==> src/rtl/ucsbece154b_victim_ctrl.sv <==
// Miss-path controller: serialises one L1 miss through the victim cache and
// next-level memory, swaps the evicted line into the victim cache, keeps stats.
module ucsbece154b_victim_ctrl #(
    parameter int ADDR_WIDTH = 56,
    parameter int LINE_WIDTH = 128,
    parameter int CNT_WIDTH  = 32
) (
    input  logic                  clk_i,
    input  logic                  rst_ni,
    input  logic                  flush_i,
    input  logic                  req_valid_i,
    output logic                  req_ready_o,
    input  logic [ADDR_WIDTH-1:0] req_addr_i,
    input  logic                  evict_valid_i,
    input  logic [ADDR_WIDTH-1:0] evict_addr_i,
    input  logic [LINE_WIDTH-1:0] evict_data_i,
    output logic                  resp_valid_o,
    input  logic                  resp_ready_i,
    output logic [LINE_WIDTH-1:0] resp_data_o,
    output logic                  resp_from_vc_o,
    output logic                  vc_en_o,
    output logic                  vc_flush_o,
    output logic [ADDR_WIDTH-1:0] vc_raddr_o,
    input  logic                  vc_hit_i,
    input  logic [LINE_WIDTH-1:0] vc_rdata_i,
    output logic                  vc_we_o,
    output logic [ADDR_WIDTH-1:0] vc_waddr_o,
    output logic [LINE_WIDTH-1:0] vc_wdata_o,
    output logic                  mem_req_valid_o,
    input  logic                  mem_req_ready_i,
    output logic [ADDR_WIDTH-1:0] mem_req_addr_o,
    input  logic                  mem_resp_valid_i,
    input  logic [LINE_WIDTH-1:0] mem_resp_data_i,
    output logic [CNT_WIDTH-1:0]  hit_count_o,
    output logic [CNT_WIDTH-1:0]  miss_count_o
);

    localparam int OFF_W = $clog2(LINE_WIDTH / 8);

    typedef enum logic [2:0] {
        IDLE,
        LOOKUP,
        MEM_REQ,
        MEM_WAIT,
        EVICT,
        RESP
    } state_t;

    state_t                state;
    logic [ADDR_WIDTH-1:0] addr_q;
    logic [ADDR_WIDTH-1:0] evict_addr_q;
    logic                  evict_valid_q;
    logic [LINE_WIDTH-1:0] evict_data_q;
    logic [LINE_WIDTH-1:0] line_q;
    logic                  from_vc_q;
    logic                  abort_q;
    logic                  ready_q;
    logic                  mem_valid_q;
    logic                  we_q;
    logic                  resp_q;
    logic                  en_q;
    logic [CNT_WIDTH-1:0]  hit_q;
    logic [CNT_WIDTH-1:0]  miss_q;

    function automatic logic [CNT_WIDTH-1:0] sat_inc(input logic [CNT_WIDTH-1:0] c);
        return (&c) ? c : c + 1'b1;
    endfunction

    // A flush landing in EVICT or RESP must suppress the write and the fill
    // in that same cycle, so the registered strobes are masked by flush_i.
    assign req_ready_o     = ready_q;
    assign resp_valid_o    = resp_q & ~flush_i;
    assign resp_data_o     = line_q;
    assign resp_from_vc_o  = from_vc_q;
    assign vc_en_o         = en_q;
    assign vc_flush_o      = flush_i;
    assign vc_raddr_o      = addr_q;
    assign vc_we_o         = we_q & ~flush_i;
    assign vc_waddr_o      = evict_addr_q;
    assign vc_wdata_o      = evict_data_q;
    assign mem_req_valid_o = mem_valid_q;
    assign mem_req_addr_o  = {addr_q[ADDR_WIDTH-1:OFF_W], {OFF_W{1'b0}}};
    assign hit_count_o     = hit_q;
    assign miss_count_o    = miss_q;

    always_ff @(posedge clk_i or negedge rst_ni) begin
        if (!rst_ni) begin
            state         <= IDLE;
            addr_q        <= '0;
            evict_addr_q  <= '0;
            evict_valid_q <= 1'b0;
            evict_data_q  <= '0;
            line_q        <= '0;
            from_vc_q     <= 1'b0;
            abort_q       <= 1'b0;
            ready_q       <= 1'b1;
            mem_valid_q   <= 1'b0;
            we_q          <= 1'b0;
            resp_q        <= 1'b0;
            en_q          <= 1'b0;
            hit_q         <= '0;
            miss_q        <= '0;
        end else begin
            en_q <= 1'b1;
            case (state)
                IDLE: begin
                    if (!flush_i && req_valid_i) begin
                        addr_q        <= req_addr_i;
                        evict_valid_q <= evict_valid_i;
                        evict_addr_q  <= evict_addr_i;
                        evict_data_q  <= evict_data_i;
                        ready_q       <= 1'b0;
                        state         <= LOOKUP;
                    end
                end
                LOOKUP: begin
                    // The lookup result is counted even if a flush aborts it.
                    if (vc_hit_i) begin
                        line_q    <= vc_rdata_i;
                        from_vc_q <= 1'b1;
                        hit_q     <= sat_inc(hit_q);
                    end else begin
                        miss_q <= sat_inc(miss_q);
                    end
                    if (flush_i) begin
                        ready_q <= 1'b1;
                        state   <= IDLE;
                    end else if (vc_hit_i) begin
                        we_q  <= evict_valid_q;
                        state <= EVICT;
                    end else begin
                        mem_valid_q <= 1'b1;
                        state       <= MEM_REQ;
                    end
                end
                MEM_REQ: begin
                    if (flush_i) abort_q <= 1'b1;
                    if (mem_req_ready_i) begin
                        mem_valid_q <= 1'b0;
                        state       <= MEM_WAIT;
                    end
                end
                MEM_WAIT: begin
                    if (flush_i) abort_q <= 1'b1;
                    if (mem_resp_valid_i) begin
                        line_q    <= mem_resp_data_i;
                        from_vc_q <= 1'b0;
                        if (abort_q || flush_i) begin
                            abort_q <= 1'b0;
                            ready_q <= 1'b1;
                            state   <= IDLE;
                        end else begin
                            we_q  <= evict_valid_q;
                            state <= EVICT;
                        end
                    end
                end
                EVICT: begin
                    we_q <= 1'b0;
                    if (flush_i) begin
                        ready_q <= 1'b1;
                        state   <= IDLE;
                    end else begin
                        resp_q <= 1'b1;
                        state  <= RESP;
                    end
                end
                RESP: begin
                    if (flush_i || resp_ready_i) begin
                        resp_q  <= 1'b0;
                        ready_q <= 1'b1;
                        state   <= IDLE;
                    end
                end
                default: begin
                    mem_valid_q <= 1'b0;
                    we_q        <= 1'b0;
                    resp_q      <= 1'b0;
                    ready_q     <= 1'b1;
                    state       <= IDLE;
                end
            endcase
        end
    end

endmodule

==> config.mk <==
export PLATFORM = sky130hd
export DESIGN_NAME = ucsbece154b_victim_ctrl
export DESIGN_NICKNAME = d
export VERILOG_FILES = /design/src/rtl/ucsbece154b_victim_ctrl.sv
export SDC_FILE = /design/constraint.sdc
export NUM_CORES = 1
export LEC_CHECK = 0
export CORE_AREA = 8 8 378 380
export DETAILED_ROUTE_END_ITERATION = 8
export DIE_AREA = 0 0 386 388
export GPL_ROUTABILITY_DRIVEN = 0
export PLACE_DENSITY_LB_ADDON = 0.3
export SYNTH_ARGS = -nofsm -noshare
export SYNTH_HDL_FRONTEND = slang
export SYNTH_SLANG_ARGS = --single-unit
==> constraint.sdc <==
create_clock -name clk_i -period 2.24 [get_ports clk_i]
set_input_delay 0.336 -clock clk_i [delete_from_list [all_inputs] [get_ports clk_i]]
set_output_delay 0.336 -clock clk_i [all_outputs]
set_load 0.005 [all_outputs]
==> results of run 1 <==
## power breakdown
part	switching, mW	internal [mW]	leakage, nW
combinational	6.64	10.7	6.88
sequential	2.32	11.5	5.43
clock	3.72	5.90	0.954
## worst max-delay path: stages, from the launching register on
cell	delay [ps]
dfrtp_1	370
nor2b_1	140
clkdlybuf4s50_1	670
## sequential cells by signal, indices dropped and copies added (netlist names)
name             cells
req_ready_o          1
miss_count_o        32
vc_raddr_o          56
vc_wdata_o         128
resp_data_o        128
vc_en_o              1
state                3
resp_q               1
we_q                 1
resp_from_vc_o       1
evict_valid_q        1
hit_count_o         32
mem_req_valid_o      1
abort_q              1
vc_waddr_o          56
## cell type report
cell class / count / area, um2 / share of cell area (%)
diodes: 6 / 15.01 / 0.04491
flip-flops and latches: 443 / 11090 / 33.16
repair buffers: 1119 / 11250 / 33.64
inverters: 9 / 33.78 / 0.1010
clock inverters: 16 / 306.5 / 0.9168
multi-input cells: 890 / 6875 / 20.56
well taps: 1794 / 2245 / 6.713
clock buffers: 82 / 1627 / 4.865
## metrics by stage
step           setup slack (ps)  hold WS, ps  util (%)
2_1_floorplan             233.7        40.41         -
3_3_place_gp             -221.1        362.9     23.01
3_5_place_dp             -187.6        367.8     23.01
4_1_cts                   9.381        238.6     24.43
5_1_grt                  -3.612        259.6     24.46
6_report                  80.74        286.3     24.47
## how the worst min path moves through the flow
stage,endpoint,start
4_1_cts,vc_wdata_o[13]$_DFFE_PN0P_,evict_data_i[13]
6_report,hit_count_o[16]$_DFFE_PN0P_,rst_ni
2_1_floorplan,abort_q$_DFFE_PN0P_,rst_ni
3_5_place_dp,hit_count_o[16]$_DFFE_PN0P_,rst_ni
5_1_grt,vc_raddr_o[27]$_DFFE_PN0P_,req_addr_i[27]
3_3_place_gp,hit_count_o[16]$_DFFE_PN0P_,rst_ni
## layout by cell type, fill, tap and decap left out, drive strengths merged, types with 40 or more instances in the layout
master / instances
mux2i: 128
nand2: 150
o21ai: 135
mux2: 243
dfrtp: 442
clkbuf: 82
clkdlybuf4s50: 991
xnor2: 49
buf: 124
nand4: 40
## routing by layer
layer / wire (um) / GRT usage [%]
met1: 42110 / 16.33
met2: 49240 / 22.16
met3: 9544 / 4.733
met4: 1651 / 2.179
met5: 122 / 0
## kinds of logic (layout without fill, tap and decap cells)
logic type,after synthesis,in the layout,share of synthesized area (%)
DFF,443,443,59.14
muxes,371,371,21.43
and+or+nand+nor,297,297,7.783
AOI/OAI and AO/OA,153,153,4.218
buffers and inverters,145,1226,4.352
xor gates and xnor gates,62,62,2.897
adders and majority gates,2,2,0.1335
other,2,11,0.04006
## repair_timing
action,in CTS,in global routing
setup buffers,0,3
gates resized for setup,1,6
setup endpoints to repair,1,32
hold buffers,1,0
endpoints found under the hold margin,22,0
pin swaps,0,1
==> impl_metrics.json, run 1 <==
{
  "status": "finished, final reports clean",
  "max_freq_mhz": 463.1,
  "syn-instance-count": 1475,
  "synth_area_per_cell_um2": 12.71,
  "grt_pass1_vias": 16710,
  "cts_tree": "yes",
  "chipHeight_um": 388,
  "grt_max_degree": 51,
  "dp_cells": 4251,
  "total_power_mw": 40.77,
  "cp-start-kind": "flip-flop",
  "dpl_cell_area_mm2": 0.03144,
  "synth_area_mm2": 0.01875,
  "crit_path_end_kind": "primary output",
  "cp_max_fo": 2,
  "area_growth_syn_to_layout_pct": 78.37,
  "fin_nets": 3024,
  "min_path_type": "in2async",
  "wl_per_cell_um": 23.55,
  "synth_commonest_cells": "dfrtp_1 (442), mux2_2 (243), nand2_1 (150)",
  "drt_iter0_drc": 631,
  "core_area_mm2": 0.1366,
  "synth_top_flop_cell": "dfrtp_1",
  "setup_tns_ps": 0,
  "critPathCapture": "vc_we_o",
  "grt_usage_pct": 13.16,
  "synth_top_area_share_pct": 59.00,
  "port_buffers": 995,
  "synth_most_common_cell": "dfrtp_1",
  "antenna_found_initial": 54,
  "finalHoldViolCount": 0,
  "critPathRequiredTime_ps": 1900,
  "grt_overflow": 0,
  "setup_violations": 0,
  "startpoint": "we_q$_DFFE_PN0P_",
  "drive_above_1_share_pct": 18.29,
  "ctsRootBufferMaster": "clkbuf_16",
  "drt-vias-per-instance": 3.597,
  "reg2reg_depth": 6,
  "grt_first_pass_wirelength_mm": 140.6,
  "drt-total-wl_mm": 102.7,
  "timing.final.crit_share_pct": 96.40,
  "synth_area_leaders": "dfrtp_1 (59%), mux2_2 (15%), mux2i_1 (6.8%)",
  "drv_slew": 0,
  "postRouteAntennaNets": 0,
  "ys_warn_count": 0,
  "synth.ff_latch_count": 443,
  "clkLatencyLatePin_ps": 630,
  "worstPathArrival_ps": 1820,
  "max_slew_margin_pct": 56.61,
  "power_density_mw_per_mm2": 1219,
  "tightest_slew_ps": 650.9,
  "skew_ps": 31.73,
  "fin_area_mm2": 0.03344,
  "clock_path_buffers": 3,
  "post-dp-hpwl_mm": 85.87,
  "vdd_drop_max_v": 0.0005220,
  "max_cap_violations": 0,
  "htree_num_levels": 2,
  "io_pins": 1000,
  "cts_sinks": 443,
  "critPathKind": "reg2out",
  "r2r_end": "hit_count_o[28]$_DFFE_PN0P_",
  "r2r_start": "hit_count_o[0]$_DFFE_PN0P_",
  "fin_cells": 4359,
  "synth-edff-count": 0,
  "path_clk_slew_ps": 60,
  "drc": 0,
  "die_x_um": 386,
  "fp.dieArea_mm2": 0.1498,
  "vias": 15680,
  "fillers": 14530,
  "reg2reg_slack_ps": 190,
  "synth_top_area_cell": "dfrtp_1",
  "rows": 136,
  "synth-async-reset-ratio_pct": 100.0,
  "initial_core_util_pct": 13.72,
  "power_leakage_nw": 13.27,
  "drtPass1Iterations": 5,
  "numCtsBuffers": 54,
  "seq_area_frac_synth_pct": 59.14,
  "ys_types": 42,
  "fin_crit_ps": 2159
}
(Power assumes the default switching activity.)
==> run 2, diff against run 1 <==
Settings changed: CELL_PAD_IN_SITES_DETAIL_PLACEMENT from default to 1, CELL_PAD_IN_SITES_GLOBAL_PLACEMENT from default to 2, CORE_AREA 8 8 378 380 to 8 8 385 387, DIE_AREA 0 0 386 388 to 0 0 393 395.
==> impl_metrics.json, run 2 (synthesis results as in run 1) <==
{
  "status": "finished, final reports clean",
  "fin_nets": 3034,
  "vias": 15760,
  "area_growth_syn_to_layout_pct": 79.17,
  "whs_ps": 246.9,
  "core_area_mm2": 0.1423,
  "setup_violations": 0,
  "crit_path_end_kind": "flip-flop",
  "initial_core_util_pct": 13.18,
  "layout_common_cells": "clkdlybuf4s50_1 (993), dfrtp_1 (442), mux2_2 (243)",
  "ctsRootBufferMaster": "clkbuf_16",
  "antenna_found_initial": 49,
  "critPathKind": "reg2reg",
  "fillers": 16160,
  "post-dp-hpwl_mm": 81.88,
  "multiInputGateArea_mm2": 0.006878,
  "setup_tns_ps": 0,
  "grt_first_pass_wirelength_mm": 138.2,
  "skew_ps": 14.07,
  "drv_slew": 0,
  "max_freq_mhz": 471.6,
  "fin_crit_ps": 2120,
  "intPower_mw": 27.98,
  "worstPathArrival_ps": 2640,
  "cp-start-kind": "flip-flop",
  "die_x_um": 393,
  "startpoint": "state[2]$_DFFE_PN0P_",
  "p_comb_share_pct": 42.8,
  "grt_overflow": 0,
  "max_cap_violations": 0,
  "drive_above_1_share_pct": 18.19,
  "fp.dieArea_mm2": 0.1552,
  "path_clk_slew_ps": 60,
  "drc": 0,
  "chipHeight_um": 395,
  "htree_num_levels": 2,
  "drt-vias-per-instance": 3.503,
  "clock_path_buffers": 3,
  "min_path_type": "in2async",
  "grt_pass1_vias": 17500,
  "postRouteAntennaNets": 0,
  "clkLatencyLatePin_ps": 640,
  "final_common_cell": "clkdlybuf4s50_1",
  "timing.final.crit_share_pct": 94.66,
  "power_leakage_nw": 13.26,
  "seq_power_share_pct": 33.5,
  "rows": 139,
  "vdd_drop_max_v": 0.0006132,
  "p_sw_share_pct": 31.01,
  "drtPass1Iterations": 4,
  "finalHoldViolCount": 0,
  "drt-total-wl_mm": 99.58,
  "critPathRequiredTime_ps": 2760,
  "tightest_slew_ps": 515.6,
  "io_pins": 1000,
  "cp_max_fo": 5,
  "r2r_start": "state[2]$_DFFE_PN0P_",
  "grt_max_degree": 62,
  "drt_iter0_drc": 450,
  "p_sw_mw": 12.58,
  "numCtsBuffers": 59,
  "wl_per_cell_um": 22.14,
  "cts_tree": "yes",
  "max_slew_margin_pct": 65.62,
  "grt_setup_unrepaired": "false",
  "cts_sinks": 443,
  "port_buffers": 995,
  "regArea_mm2": 0.01109,
  "grt_usage_pct": 12.27,
  "power_density_mw_per_mm2": 1208,
  "clkPwrFrac_pct": 23.7
}
[run 2: final cells by class]
cell class                 instances  share of cell area [%]
antenna                           22                  0.1639
clock buffer                      94                   5.212
clock inverter                    13                  0.5625
inverter                           9                  0.1006
multi-input combinational        890                   20.48
sequential                       443                   33.01
tap                             1903                   7.089
timing repair buffer            1124                   33.39
[run 2: timing repair]
action / 4_1_cts / 5_1_grt
resized for setup: 0 / 2
hold buffers: 1 / 0
hold endpoints to repair: 197 / 0
setup buffers: 0 / 6
setup endpoints to repair: 0 / 4
[run 2: final timing paths]
| check | to | slack [ps] | cells past startpoint |
|---|---|---|---|
| worst max-delay path | miss_count_o[31]$_DFFE_PN0P_ | 120 | 5 |
| worst min-delay path | vc_wdata_o[111]$_DFFE_PN0P_ | 250 | 2 |
| worst max register to register | miss_count_o[31]$_DFFE_PN0P_ | 120 | 5 |
| worst min register to register | resp_data_o[125]$_DFFE_PN0P_ | 470 | 2 |
| max in group asynchronous | vc_wdata_o[54]$_DFFE_PN0P_ | 1140 | 3 |
| min in group clk_i | vc_wdata_o[100]$_DFFE_PN0P_ | 310 | 2 |
[run 2: power by group through the flow]
stage | Clock (mW) | Combinational [mW] | Sequential, mW
3_3_place_gp | 0 | 17.7 | 13.7
3_5_place_dp | 0 | 17.8 | 13.8
2_1_floorplan | 0 | 5.64 | 13.7
5_1_grt | 10.4 | 18.7 | 14.1
6_report | 9.63 | 17.3 | 13.6
4_1_cts | 10.1 | 17.8 | 13.7
[run 2: worst max-delay path, cell delays in order (launching register included)]
cell     delay, ps
dfrtp_1        450
or4b_4         610
nor4_4         410
and3_1         260
nand4_1        120
xnor2_1        140
[run 2: per-stage QoR]
stage	instances	power (mW)	worst slack [ps]	instance area (um2)	utilization, %
after floorplan	1478	19.37	233.7	18760	-
after global placement	4362	31.33	-260.5	31510	22.15
after detailed placement	4362	31.51	-246.9	31510	22.15
after CTS	4470	41.65	41.85	33460	23.52
after global routing	4489	43.26	9.496	33560	23.59
final	4498	40.56	119.7	33590	23.61
[run 2: routing by layer]
metal	vias to the layer above	GRT usage [%]	routed length (um)
met3	154	4.931	9390
met5	-	0	101
met2	609	21.90	51090
met4	16	4.249	2579
li1	7238	-	-
met1	7738	13.04	36410
